File: config.mk
export PLATFORM = sky130hd
export DESIGN_NAME = mem_wb_stage
export DESIGN_NICKNAME = d
export VERILOG_FILES = /design/src/rtl/mem_wb_stage_pkg.sv /design/src/rtl/mem_wb_stage_load_align.sv /design/src/rtl/mem_wb_stage.sv
export SDC_FILE = /design/constraint.sdc
export NUM_CORES = 1
export LEC_CHECK = 0
export ABC_AREA = 0
export BUFFER_PORTS_ARGS = -buffer_cell sky130_fd_sc_hd__buf_4
export CAP_MARGIN = 20
export CORE_UTILIZATION = 50
export DETAILED_ROUTE_END_ITERATION = 8
export MAX_ROUTING_LAYER = met4
export PLACE_DENSITY = 0.74
export REMOVE_ABC_BUFFERS = 1
export SYNTH_ARGS = -nofsm -noshare
export SYNTH_HDL_FRONTEND = slang
export SYNTH_SLANG_ARGS = --single-unit
File: constraint.sdc
create_clock -name clk -period 5.74 [get_ports clk]
set_input_delay 0.287 -clock clk [delete_from_list [all_inputs] [get_ports clk]]
set_output_delay 0.287 -clock clk [all_outputs]
set_load 0.01 [all_outputs]
File: src/rtl/mem_wb_stage_pkg.sv
// Shared definitions for the MEM/WB boundary: load-op encodings and
// legacy register-file constants.
package mem_wb_stage_pkg;

  typedef enum logic [2:0] {
    LOAD_NONE = 3'b000,
    LOAD_LB   = 3'b001,
    LOAD_LH   = 3'b010,
    LOAD_LW   = 3'b011,
    LOAD_LBU  = 3'b100,
    LOAD_LHU  = 3'b101
  } load_op_e;

  localparam logic        RstEnable   = 1'b1;
  localparam logic        WriteEnable = 1'b1;
  localparam logic [31:0] ZeroWord    = 32'h0000_0000;
  localparam logic [4:0]  NOPRegAddr  = 5'b00000;
  localparam int unsigned RegBus      = 32;
  localparam int unsigned RegAddrBus  = 5;

endpackage

File: src/rtl/mem_wb_stage_load_align.sv
// Load data extraction and extension plus misalignment detection.
// Purely combinational; also used by the MEM stage for store-mask checks.
module load_align
  import mem_wb_stage_pkg::*;
#(
  parameter int unsigned DATA_W = RegBus
) (
  input  logic [DATA_W-1:0] data_i,
  input  logic [2:0]        op_i,
  input  logic [1:0]        lo_i,
  output logic [DATA_W-1:0] data_o,
  output logic              mis_o
);

  logic [7:0]  byte_v;
  logic [15:0] half_v;

  assign byte_v = data_i[{lo_i, 3'b000} +: 8];
  assign half_v = data_i[{lo_i[1], 4'b0000} +: 16];

  // Extend the selected byte/half; unknown encodings pass the word through
  always_comb begin
    data_o = data_i;
    mis_o  = 1'b0;
    case (load_op_e'(op_i))
      LOAD_LB:  data_o = {{(DATA_W-8){byte_v[7]}}, byte_v};
      LOAD_LBU: data_o = {{(DATA_W-8){1'b0}}, byte_v};
      LOAD_LH: begin
        data_o = {{(DATA_W-16){half_v[15]}}, half_v};
        mis_o  = lo_i[0];
      end
      LOAD_LHU: begin
        data_o = {{(DATA_W-16){1'b0}}, half_v};
        mis_o  = lo_i[0];
      end
      LOAD_LW:  mis_o = (lo_i != 2'b00);
      default:  data_o = data_i;
    endcase
  end

endmodule

File: src/rtl/mem_wb_stage.sv
// Write-back stage: aligns load data, buffers completed instructions in an
// out stage plus one skid entry, and commits one per non-stalled cycle.
module mem_wb_stage
  import mem_wb_stage_pkg::*;
#(
  parameter int unsigned DATA_W = RegBus,
  parameter int unsigned ADDR_W = RegAddrBus,
  parameter int unsigned CNT_W  = 32
) (
  input  logic              clk,
  input  logic              rst,
  input  logic              in_valid,
  output logic              in_ready,
  input  logic              in_wd,
  input  logic [ADDR_W-1:0] in_waddr,
  input  logic [DATA_W-1:0] in_wdata,
  input  logic [2:0]        in_load_op,
  input  logic [1:0]        in_addr_lo,
  input  logic              stall,
  input  logic              flush,
  output logic              wb_we,
  output logic [ADDR_W-1:0] wb_waddr,
  output logic [DATA_W-1:0] wb_wdata,
  output logic              misalign_err,
  output logic [CNT_W-1:0]  retire_cnt
);

  typedef struct packed {
    logic              wd;
    logic [ADDR_W-1:0] waddr;
    logic [DATA_W-1:0] data;
    logic              mis;
  } entry_t;

  localparam logic [CNT_W-1:0] CntOne = {{(CNT_W-1){1'b0}}, 1'b1};

  logic [DATA_W-1:0] ld_data;
  logic              ld_mis;
  entry_t            in_e;
  entry_t            o_q, o_d, s_q, s_d;
  logic              o_valid_q, o_valid_d, s_valid_q, s_valid_d;
  logic [CNT_W-1:0]  cnt_q, cnt_d;
  logic              accept, commit;

  load_align #(.DATA_W(DATA_W)) u_load_align (
    .data_i (in_wdata),
    .op_i   (in_load_op),
    .lo_i   (in_addr_lo),
    .data_o (ld_data),
    .mis_o  (ld_mis)
  );

  assign in_e     = '{wd: in_wd, waddr: in_waddr, data: ld_data, mis: ld_mis};
  assign in_ready = !s_valid_q;
  assign accept   = in_valid && in_ready;
  // A flushed cycle never retires the out-stage entry
  assign commit   = o_valid_q && !stall && !flush;

  assign wb_we        = commit && o_q.wd && (o_q.waddr != '0) && !o_q.mis;
  assign wb_waddr     = o_valid_q ? o_q.waddr : '0;
  assign wb_wdata     = o_valid_q ? o_q.data  : '0;
  assign misalign_err = commit && o_q.mis;
  assign retire_cnt   = cnt_q;

  // Next-state for out stage, skid entry and retire counter in priority order
  always_comb begin
    o_d       = o_q;
    s_d       = s_q;
    o_valid_d = o_valid_q;
    s_valid_d = s_valid_q;
    cnt_d     = cnt_q;
    if (flush) begin
      o_valid_d = 1'b0;
      s_valid_d = 1'b0;
    end else begin
      if (commit && s_valid_q) begin
        o_d       = s_q;
        s_valid_d = 1'b0;
      end else if (accept && (!o_valid_q || commit)) begin
        o_d       = in_e;
        o_valid_d = 1'b1;
      end else if (accept && o_valid_q && stall) begin
        s_d       = in_e;
        s_valid_d = 1'b1;
      end else if (commit) begin
        o_valid_d = 1'b0;
      end
      if (commit) begin
        cnt_d = cnt_q + CntOne;
      end
    end
  end

  // State registers with synchronous reset
  always_ff @(posedge clk) begin
    if (rst == RstEnable) begin
      o_q       <= '0;
      s_q       <= '0;
      o_valid_q <= 1'b0;
      s_valid_q <= 1'b0;
      cnt_q     <= '0;
    end else begin
      o_q       <= o_d;
      s_q       <= s_d;
      o_valid_q <= o_valid_d;
      s_valid_q <= s_valid_d;
      cnt_q     <= cnt_d;
    end
  end

endmodule

==> summary.md <==
| Metric | Value |
|---|---|
| Run status | finished, final reports clean |
| Crit share post-route | 0.5060 |
| Hold Crit Class | input pin to flip-flop |
| WP buf/inv | 1 |
| Setup repair bufs after CTS | 0 |
| Synth top area share | 0.4078 |
| DRT Wirelength | 14.56 mm |
| First-pass GRT wire length | approximately 23 mm |
| Congestion Overflow GR | 0 |
| DR vias/cell | 5.946 |
| Arr. time, crit path | 3.16 ns |
| Final Hold Violating Endpoints | 0 |
| WHS Path Cells | 2 |
| Fraction of registers with async set/reset | 0 |
| Clock-pin slew on the worst setup and hold paths | around 0.11 ns |
| Cell Pwr Density | about 220 nW/um^2 |
| Fmax | 344.3 MHz |
| Most common cell after layout, fill and taps aside | buf_4 |
| Cells on worst reg2reg path | 6 |
| Largest fanout on the critical path | 45 |
| Area growth syn-to-layout | 19.91% |
| Sequential share of the synthesized area | 0.4078 |
| Dpl cell area | about 6400 um^2 |
| Final hold slack | 0.1367 ns |
| Peak VDD IR | 0.1148 mV |
| TritonCTS Buffers | 9 |
| EDFF count, synth | 0 |
| Max-Cap Viols | 0 |
| CP peak stage delay | 0.68 ns |
| Die width | 106.9 um |
| Seq cells post-synth | 112 |
| Synth warn | 0 |
| Netlist Area Pre-Place | 5498 um^2 |
| DR vias | 5221 |
| Required @ worst endpoint | 5.99 ns |
| Final min period | 2.905 ns |
| WL/cell | between 15 and 20 um |
| Starting Density | 0.5232 |
| Crit-path slowest cell | nand3b_1 |
| Area leader, netlist | dfxtp_1 |
| Detail Route Antenna Nets | 0 |
| RSZ-0062 raised after global routing | false |
| Nets | 786 |
| Share of cells above drive strength 1 | 0.2183 |
| Worst Skew | 0.01260 ns |
| Diode count | 0 |
| Max H-tree Level | 3 |
| Row cnt | 37 |
| Critical path class | flip-flop to flip-flop |
| Yosys cell types | 60 |
| Delay-heaviest family, CP | simple AND/OR/NAND/NOR gates |
| Post-CTS Resized | 0 |
| Crit. End Element | flip-flop |
| Leakage | approximately 2.5 nW |
| Core region area | ~11000 um^2 |
| IO Pins | 120 |
| Fillers | a little over 900 |
| Top cells by area, synth | dfxtp_1, nor2_1, and2_1 |
| Final setup violation count | 0 |
| DR iter-0 viols | 270 |
| Commonest non-fill, non-tap cells in the layout | buf_4, dfxtp_1, nor2_1, nand2_1, and2_1 |
| Cells along the critical path | buf_4, nor3b_2, nand2_2, nand3b_1, a21oi_1, a221o_1 |
| DRC viols | 0 |
| Cell count after synthesis | 650 |
| Initial DRT Pass Iterations | 5 |
| Worst skew pair latency | 0.37 ns |
| Critical path depth in cells | 6 |
| Tot Pwr | between 1 and 1.5 mW |
| Setup slack at placement | 2.683 ns |
| CTS tree | done |
| I/O Buffers | ~120 |
| Slew HR | 0.3017 |
| Post-layout instance area | 6593 um^2 |
| GRT Overall Usage | 0.2583 |
| Vias in the first global route | 4752 |
| Worst-Margin Slew | 1.047 ns |
| # hold bufs at CTS | 0 |
| DP HPWL | 9.875 mm |
| Post-synth top flop | dfxtp_1 |
| Crit path launch type | flip-flop |
| Setup TNS | 0 ns |
| GP Congestion | approximately 0.89 |
| CTS max path bufs | 2 |
| Antenna violations before repair | 0 |
| Final WS setup | between 2 and 3 ns |
| Syn avg cell area | 8.458 um^2 |
| Die height | 106.9 um |
| Sink Count | 112 |
| Area of the die | 11420 um^2 |
| CTS root buffer | clkbuf_8 |
| Pin count of the biggest net entering global routing | 92 |
| Slew Limit Fails | 0 |
==> worst paths after layout <==
path | start | endpoint | slack [ns]
setup reg to reg | o_valid_q$_SDFFE_PP0P_ | o_q[24]$_SDFFE_PP0P_ | 2.84
hold reg to reg | s_q[8]$_SDFFE_PP0P_ | s_q[8]$_SDFFE_PP0P_ | 0.46
hold / removal | flush | o_valid_q$_SDFFE_PP0P_ | 0.14
setup / recovery | o_valid_q$_SDFFE_PP0P_ | o_q[24]$_SDFFE_PP0P_ | 2.84
==> area by class of cell <==
class | count | area [um^2] | share of cell area
Clock buffer | 11 | 151.4 | 0.02296
Clock inverter | 5 | 38.79 | 0.005883
Inverter | 13 | 48.80 | 0.007402
Multi-Input combinational cell | 474 | 2984 | 0.4526
Sequential cell | 112 | 2242 | 0.3401
Tap cell | 136 | 170.2 | 0.02581
Timing Repair Buffer | 127 | 957.2 | 0.1452
==> power by group <==
group / total (mW) / leakage (nW) / switching, mW / internal [mW]
clock network: 0.457 / 0.0959 / 0.272 / 0.185
registers: 0.808 / 0.908 / 0.0109 / 0.797
logic: 0.186 / 1.54 / 0.110 / 0.0766
==> worst reg2reg max path: stages, from the launching register on <==
cell	delay [ns]
dfxtp_1	0.33
buf_4	0.37
nor3b_2	0.54
nand2_2	0.44
nand3b_1	0.69
a21oi_1	0.13
a221o_1	0.30
==> through the flow <==
stage	cells	utilization
floorplan	599	-
global placement	860	0.6075
detailed placement	860	0.6075
CTS	876	0.6256
global route	878	0.6273
finish	878	0.6273
==> metal layers <==
| metal | routed length (um) | vias to the layer above | global-route usage |
|---|---|---|---|
| met1 | 6557 | 2459 | 0.3401 |
| met5 | 0 | - | - |
| met4 | 358 | 0 | 0.1018 |
| met3 | 862 | 28 | 0.03283 |
| met2 | 6782 | 200 | 0.4041 |
| li1 | - | 2534 | - |
==> sequential cells by signal, summed over array words and instances, names as in the netlist <==
| register | flops |
|---|---|
| o_q | 39 |
| s_valid_q | 1 |
| o_valid_q | 1 |
| retire_cnt | 32 |
| s_q | 39 |
==> cells in the mapped netlist (7+ instances only) <==
cell       instances
a221o_1           16
and3_1             7
xor2_1            24
nand2_1           66
nand4_1            9
mux2_2             7
o21ai_0           11
a211oi_1          29
a21boi_0           7
nand3_1           12
a311oi_1          24
buf_2              8
a21oi_1           39
o32ai_1            7
and2_1            41
clkbuf_1          32
dfxtp_1          112
inv_1             12
nor2_1            80
o2bb2ai_1          7
o22ai_1           15
a32oi_1            8
nor3_1            11
==> logic make-up (layout without fill, tap and decap cells) <==
logic type / Yosys count / after routing / synth area share
AOI/OAI and AO/OA: 176 / 176 / 0.2353
and+or+nand+nor: 257 / 257 / 0.2349
buffers and inverters: 64 / 156 / 0.04961
xor gates and xnor gates: 29 / 29 / 0.04620
adders and majority gates: 2 / 2 / 0.004096
muxes: 10 / 10 / 0.02208
DFF: 112 / 112 / 0.4078
Note: power is estimated with default switching activity, not from simulation.
